**config.mk**
```make
export PLATFORM = sky130hd
export DESIGN_NAME = serial_integrator_mc
export DESIGN_NICKNAME = d
export VERILOG_FILES = /design/src/rtl/serial_integrator_mc.sv
export SDC_FILE = /design/constraint.sdc
export NUM_CORES = 1
export LEC_CHECK = 0
export ABC_CLOCK_PERIOD_IN_PS = 2900
export CAP_MARGIN = 10
export CORE_MARGIN = 2
export CORE_UTILIZATION = 51
export DETAILED_ROUTE_END_ITERATION = 10
export GPL_TIMING_DRIVEN = 0
export MAX_ROUTING_LAYER = met4
export PLACE_DENSITY_LB_ADDON = 0.2
export SETUP_SLACK_MARGIN = 0.02
export SLEW_MARGIN = 10
export SYNTH_ARGS = -nofsm -noshare
export SYNTH_HDL_FRONTEND = slang
export SYNTH_SLANG_ARGS = --single-unit
```
**constraint.sdc**
```tcl
create_clock -name clock -period 2.9 [get_ports clock]
set_input_delay 0.435 -clock clock [delete_from_list [all_inputs] [get_ports clock]]
set_output_delay 0.435 -clock clock [all_outputs]
set_load 0.005 [all_outputs]
```
**src/rtl/serial_integrator_mc.sv**
```systemverilog
// serial_integrator_mc: multi-channel digit-serial two's-complement integrator with load, overflow and framing check
module serial_integrator_mc #(
  parameter int WIDTH = 8,
  parameter int WORDS = 4,
  parameter int CH = 2,
  localparam int CW = (CH > 1) ? $clog2(CH) : 1,
  localparam int DW = (WORDS > 1) ? $clog2(WORDS) : 1,
  localparam int DEPTH = CH * WORDS
) (
  input  logic             clock,
  input  logic             reset,
  input  logic             in_valid_i,
  input  logic [WIDTH-1:0] in_digit_i,
  input  logic             in_first_i,
  input  logic             in_clear_i,
  input  logic [CH-1:0]    ovf_clear_i,
  output logic             out_valid_o,
  output logic [WIDTH-1:0] out_digit_o,
  output logic             out_lsw_o,
  output logic             out_msw_o,
  output logic [CW-1:0]    out_chan_o,
  output logic [CH-1:0]    ovf_o,
  output logic             sync_err_o
);
  logic [WIDTH-1:0] sr_q [DEPTH];
  logic [WIDTH-1:0] sr_d [DEPTH];
  logic             carry_q, carry_d;
  logic [DW-1:0]    digit_q, digit_d;
  logic [CW-1:0]    chan_q, chan_d;
  logic             out_valid_q, out_valid_d;
  logic [WIDTH-1:0] out_digit_q, out_digit_d;
  logic             out_lsw_q, out_lsw_d;
  logic             out_msw_q, out_msw_d;
  logic [CW-1:0]    out_chan_q, out_chan_d;
  logic [CH-1:0]    ovf_q, ovf_d;
  logic             sync_q, sync_d;
  logic             resync, lsw, msw, ovf_hit;
  logic [DW-1:0]    di;
  logic [CW-1:0]    ci;
  logic [WIDTH-1:0] opb;
  logic [WIDTH:0]   sum;

  // An off-frame in_first restarts the counters at (0,0) without realigning storage
  always_comb begin
    resync = in_valid_i && in_first_i && (chan_q != '0 || digit_q != '0);
    di = resync ? '0 : digit_q;
    ci = resync ? '0 : chan_q;
    lsw = di == '0;
    msw = di == DW'(WORDS - 1);
    opb = in_clear_i ? '0 : sr_q[0];
    sum = {1'b0, in_digit_i} + {1'b0, opb} + {{WIDTH{1'b0}}, lsw ? 1'b0 : carry_q};
    ovf_hit = in_valid_i && msw && (in_digit_i[WIDTH-1] == opb[WIDTH-1]) && (sum[WIDTH-1] != in_digit_i[WIDTH-1]);
    for (int i = 0; i < DEPTH - 1; i++) sr_d[i] = in_valid_i ? sr_q[i+1] : sr_q[i];
    sr_d[DEPTH-1] = in_valid_i ? sum[WIDTH-1:0] : sr_q[DEPTH-1];
    carry_d = in_valid_i ? sum[WIDTH] : carry_q;
    digit_d = !in_valid_i ? digit_q : msw ? '0 : di + 1'b1;
    chan_d = !in_valid_i ? chan_q : !msw ? ci : (ci == CW'(CH - 1)) ? '0 : ci + 1'b1;
    out_valid_d = in_valid_i;
    out_digit_d = in_valid_i ? sum[WIDTH-1:0] : out_digit_q;
    out_lsw_d = in_valid_i ? lsw : out_lsw_q;
    out_msw_d = in_valid_i ? msw : out_msw_q;
    out_chan_d = in_valid_i ? ci : out_chan_q;
    ovf_d = (ovf_q & ~ovf_clear_i) | (ovf_hit ? CH'(1) << ci : '0);
    sync_d = sync_q | resync;
  end

  always_ff @(posedge clock) begin
    if (reset) begin
      for (int i = 0; i < DEPTH; i++) sr_q[i] <= '0;
      carry_q <= 1'b0;
      digit_q <= '0;
      chan_q <= '0;
      out_valid_q <= 1'b0;
      out_digit_q <= '0;
      out_lsw_q <= 1'b0;
      out_msw_q <= 1'b0;
      out_chan_q <= '0;
      ovf_q <= '0;
      sync_q <= 1'b0;
    end else begin
      for (int i = 0; i < DEPTH; i++) sr_q[i] <= sr_d[i];
      carry_q <= carry_d;
      digit_q <= digit_d;
      chan_q <= chan_d;
      out_valid_q <= out_valid_d;
      out_digit_q <= out_digit_d;
      out_lsw_q <= out_lsw_d;
      out_msw_q <= out_msw_d;
      out_chan_q <= out_chan_d;
      ovf_q <= ovf_d;
      sync_q <= sync_d;
    end
  end

  assign out_valid_o = out_valid_q;
  assign out_digit_o = out_digit_q;
  assign out_lsw_o = out_lsw_q;
  assign out_msw_o = out_msw_q;
  assign out_chan_o = out_chan_q;
  assign ovf_o = ovf_q;
  assign sync_err_o = sync_q;
endmodule

```
==> out/results.ini <==
[floorplanning]
start_util_pct = 52.92
die_w_um = 82.61
coreArea_sq_um = 5956
dieArea_sq_um = 6824
io_pins = 30
die_y_um = 82.61
placementRows = 28

[sta]
fmax_mhz = 360.6
setup-violations-final = 0
min_period_ns = 2.773
hold_viol = 0
clock_skew_ns = 0.01063
worst_pin_slew_ns = 0.5300
rsz0062_at_grt = no
final.setup.worst_slack_ns = 0.1271
slew_viol_final = 0
worst_hold_slack_ns = 0.4610
relSlewSlack_pct = 64.67
fin_crit_sh_pct = 95.62

[clock_tree]
numCtsBuffers = 9
clock_sinks = 75
max-clock-path-buffers = 2
htree_levels = 3
cts_root_buf = clkbuf_8
cts_hold_buf = 0
clk_pin_slew_ns = 0.08
cts_tree = built
clk_latency_ns = 0.35

[routing]
vias_per_cell = 5.022
wl_met3_um = 193
wl_per_cell_um = 14.54
num_vias = 2270
drc_errors = 0
wl_met1_mm = 3.310
drtIter0Drc = 102
first_pass_iters = 4
top_layer = met4
drtAntennaViolNets = 0
wl_met2_mm = 2.997
drt_wl_total_mm = 6.571

[grt]
grt_pass1_wl_mm = 10.29
antenna_found_initial = 0
grt_pass1_vias = 2140
grt.total_usage_pct = 20.99
grt_max_degree = 15
gr-total-overflow = 0

[pwr]
p_per_area_nw_per_um2 = 561.7
vdd_drop_max_mv = 0.4006
power_leakage_nw = 1.700
power_mw = 2.164

[yosys]
synth_top_cell_by_area = dfxtp_1
syn_area_sq_um = 3152
yosysUniqueCellTypes = 37
ys_seq_elements = 75
synth_nets = 349
avgSynthCellArea_sq_um = 9.758
netlist_instances = 323
synth_area_leaders = dfxtp_1 (48%), mux2i_1 (19%), nor2_1 (8.9%), ha_1 (3.6%), buf_4 (1.9%)
yosysTopAreaCellShare_pct = 47.64
yosys_warnings = 0
yosysSeqAreaShare_pct = 47.64

[critical_path]
rr_startpoint = digit_q[0]
start_kind = input pin
required_ns = 3.15
max_stage_delay_ns = 0.39
cp_max_fo = 10
worstPathArrival_ns = 3.02
r2r_slack_ns = 0.35
r2r-end = out_digit_o[6]
reg2regPathDepth = 11
end_kind = flip-flop
critPathBufInv = 3
worstSetupPathType = input pin to flip-flop
critPathMostFrequentCell = fa_2
path_cells = dlygate4sd2_1 > buf_8 > nand2_2 > and2_1 > inv_1 > ha_1 > nand2b_4 > fa_2 > fa_2 > nor2b_4 > o31a_1 > o21a_1 > o21ai_1 > a31o_1
slowest_stage = fa_2
critPathTopFamily = adder cells

[cells_and_area]
final_cell_mix = nor2_1 (75), dfxtp_1 (75), mux2i_1 (61)
fillers = 512
insertedDiodeCount = 0
fin_nets = 398
fin_cells = 452
syn_to_final_growth_pct = 22.23
layout-drive-gt1-share_pct = 12.73
final_util_pct = 64.68

[place]
dp.cells = 426
dp_slack_ns = -0.8673
port_buffers = 28
gp_congestion = 0.7870
place_hpwl_mm = 4.578

[job]
max_cap_violations = 0

[hold_path]
hold_depth = 3
hold_path_class = input pin to flip-flop
hold_start = in_first_i
min_to = digit_q[0]

[outcome]
status = finished, final reports clean

-- what timing repair did --
action                                  in CTS  in global routing
pin swaps                                    4                  3
resized for setup                            9                  2
endpoints found under the setup margin       8                  3
setup buffers                               10                  0
-- final cells by class --
| type | instances | area [sq um] | share of cell area, % |
|---|---|---|---|
| inverter | 7 | 26.28 | 0.6820 |
| clock inverter | 7 | 100.1 | 2.598 |
| sequential | 75 | 1501 | 38.97 |
| timing repair buffer | 38 | 356.6 | 9.256 |
| multi-input combinational | 215 | 1504 | 39.04 |
| buffer | 26 | 146.4 | 3.800 |
| clock buffer | 9 | 123.9 | 3.215 |
| tap | 75 | 93.84 | 2.436 |
-- layer usage --
metal	up-vias	global-route usage (%)
met2	30	32.50
li1	1184	-
met5	-	-
met1	1049	27.19
met3	7	3.913
met4	0	8.361
-- cells by family (layout without fill, tap and decap cells) --
logic type                 Yosys count  count (layout)  synth area share (%)
AOI/OAI and AO/OA                   29              29                 6.074
xor gates and xnor gates             2               2                0.5559
adders and majority gates           11              11                 4.843
buffers and inverters               33              87                 5.121
DFF                                 75              75                 47.64
muxes                               61              61                 19.37
and+or+nand+nor                    112             112                 16.40
-- worst register-to-register path, delay by kind of cell, from the launching register on --
family | cells | cell delay [ns]
flip-flops | 1 | 0.38
AO/OA/AOI/OAI | 4 | 0.60
adder cells (fa/ha/maj) | 3 | 0.98
AND/OR/NAND/NOR | 3 | 0.44
buffers and inverters | 1 | 0.05
-- registers in the layout, indices dropped and copies added, names as in the netlist --
name,count
out_digit_o,8
out_valid_o,1
sync_err_o,1
out_msw_o,1
chan_q,1
out_chan_o,1
digit_q,2
sr_q,56
ovf_o,2
out_lsw_o,1
carry_q,1
-- worst max-delay path by stage --
stage                     slack, ns       start  cells after the start              to
final                          0.13  in_valid_i                     14  out_digit_o[6]
after global routing           0.04  in_valid_i                     14  out_digit_o[6]
after CTS                      0.03  in_first_i                     13  out_digit_o[6]
after detailed placement      -0.87  in_valid_i                     14  out_digit_o[6]
after global placement        -0.80  in_valid_i                     14  out_digit_o[6]
after floorplan                0.08  in_valid_i                     13  out_digit_o[6]
-- power breakdown --
part	switching [mW]	total (mW)	leakage [nW]	internal, mW
clock network	0.421	0.912	0.108	0.492
logic	0.0880	0.187	0.984	0.0990
registers	0.0153	1.06	0.608	1.05
-- synthesized netlist by cell type --
library cell / n
dfxtp_1: 75
nor2_1: 75
mux2i_1: 61
clkbuf_1: 11
ha_1: 9
a21oi_1: 8
buf_4: 8
nor2b_1: 8
inv_1: 7
nand2_1: 7
buf_2: 6
o21ai_0: 6
nand2b_1: 5
nor3b_1: 4
o21a_1: 3
a211oi_1: 2
a31oi_1: 2
fa_1: 2
nand3_1: 2
nor3_1: 2
or3_1: 2
or4b_1: 2
xnor2_1: 2
a22o_1: 1
a31o_1: 1
a32o_1: 1
and2_1: 1
and3_1: 1
buf_1: 1
nand4b_1: 1
nor2b_4: 1
nor4bb_1: 1
o21ai_2: 1
o21bai_1: 1
o311ai_0: 1
o31a_1: 1
o31a_2: 1
-- stage by stage --
stage / area (sq um) / TNS (ns)
after global routing: 3852 / 0
final: 3852 / 0
after global placement: 3526 / -4.915
after CTS: 3849 / 0
after detailed placement: 3526 / -5.542
after floorplan: 3152 / 0
No activity file was read; power rests on OpenSTA's default activity.
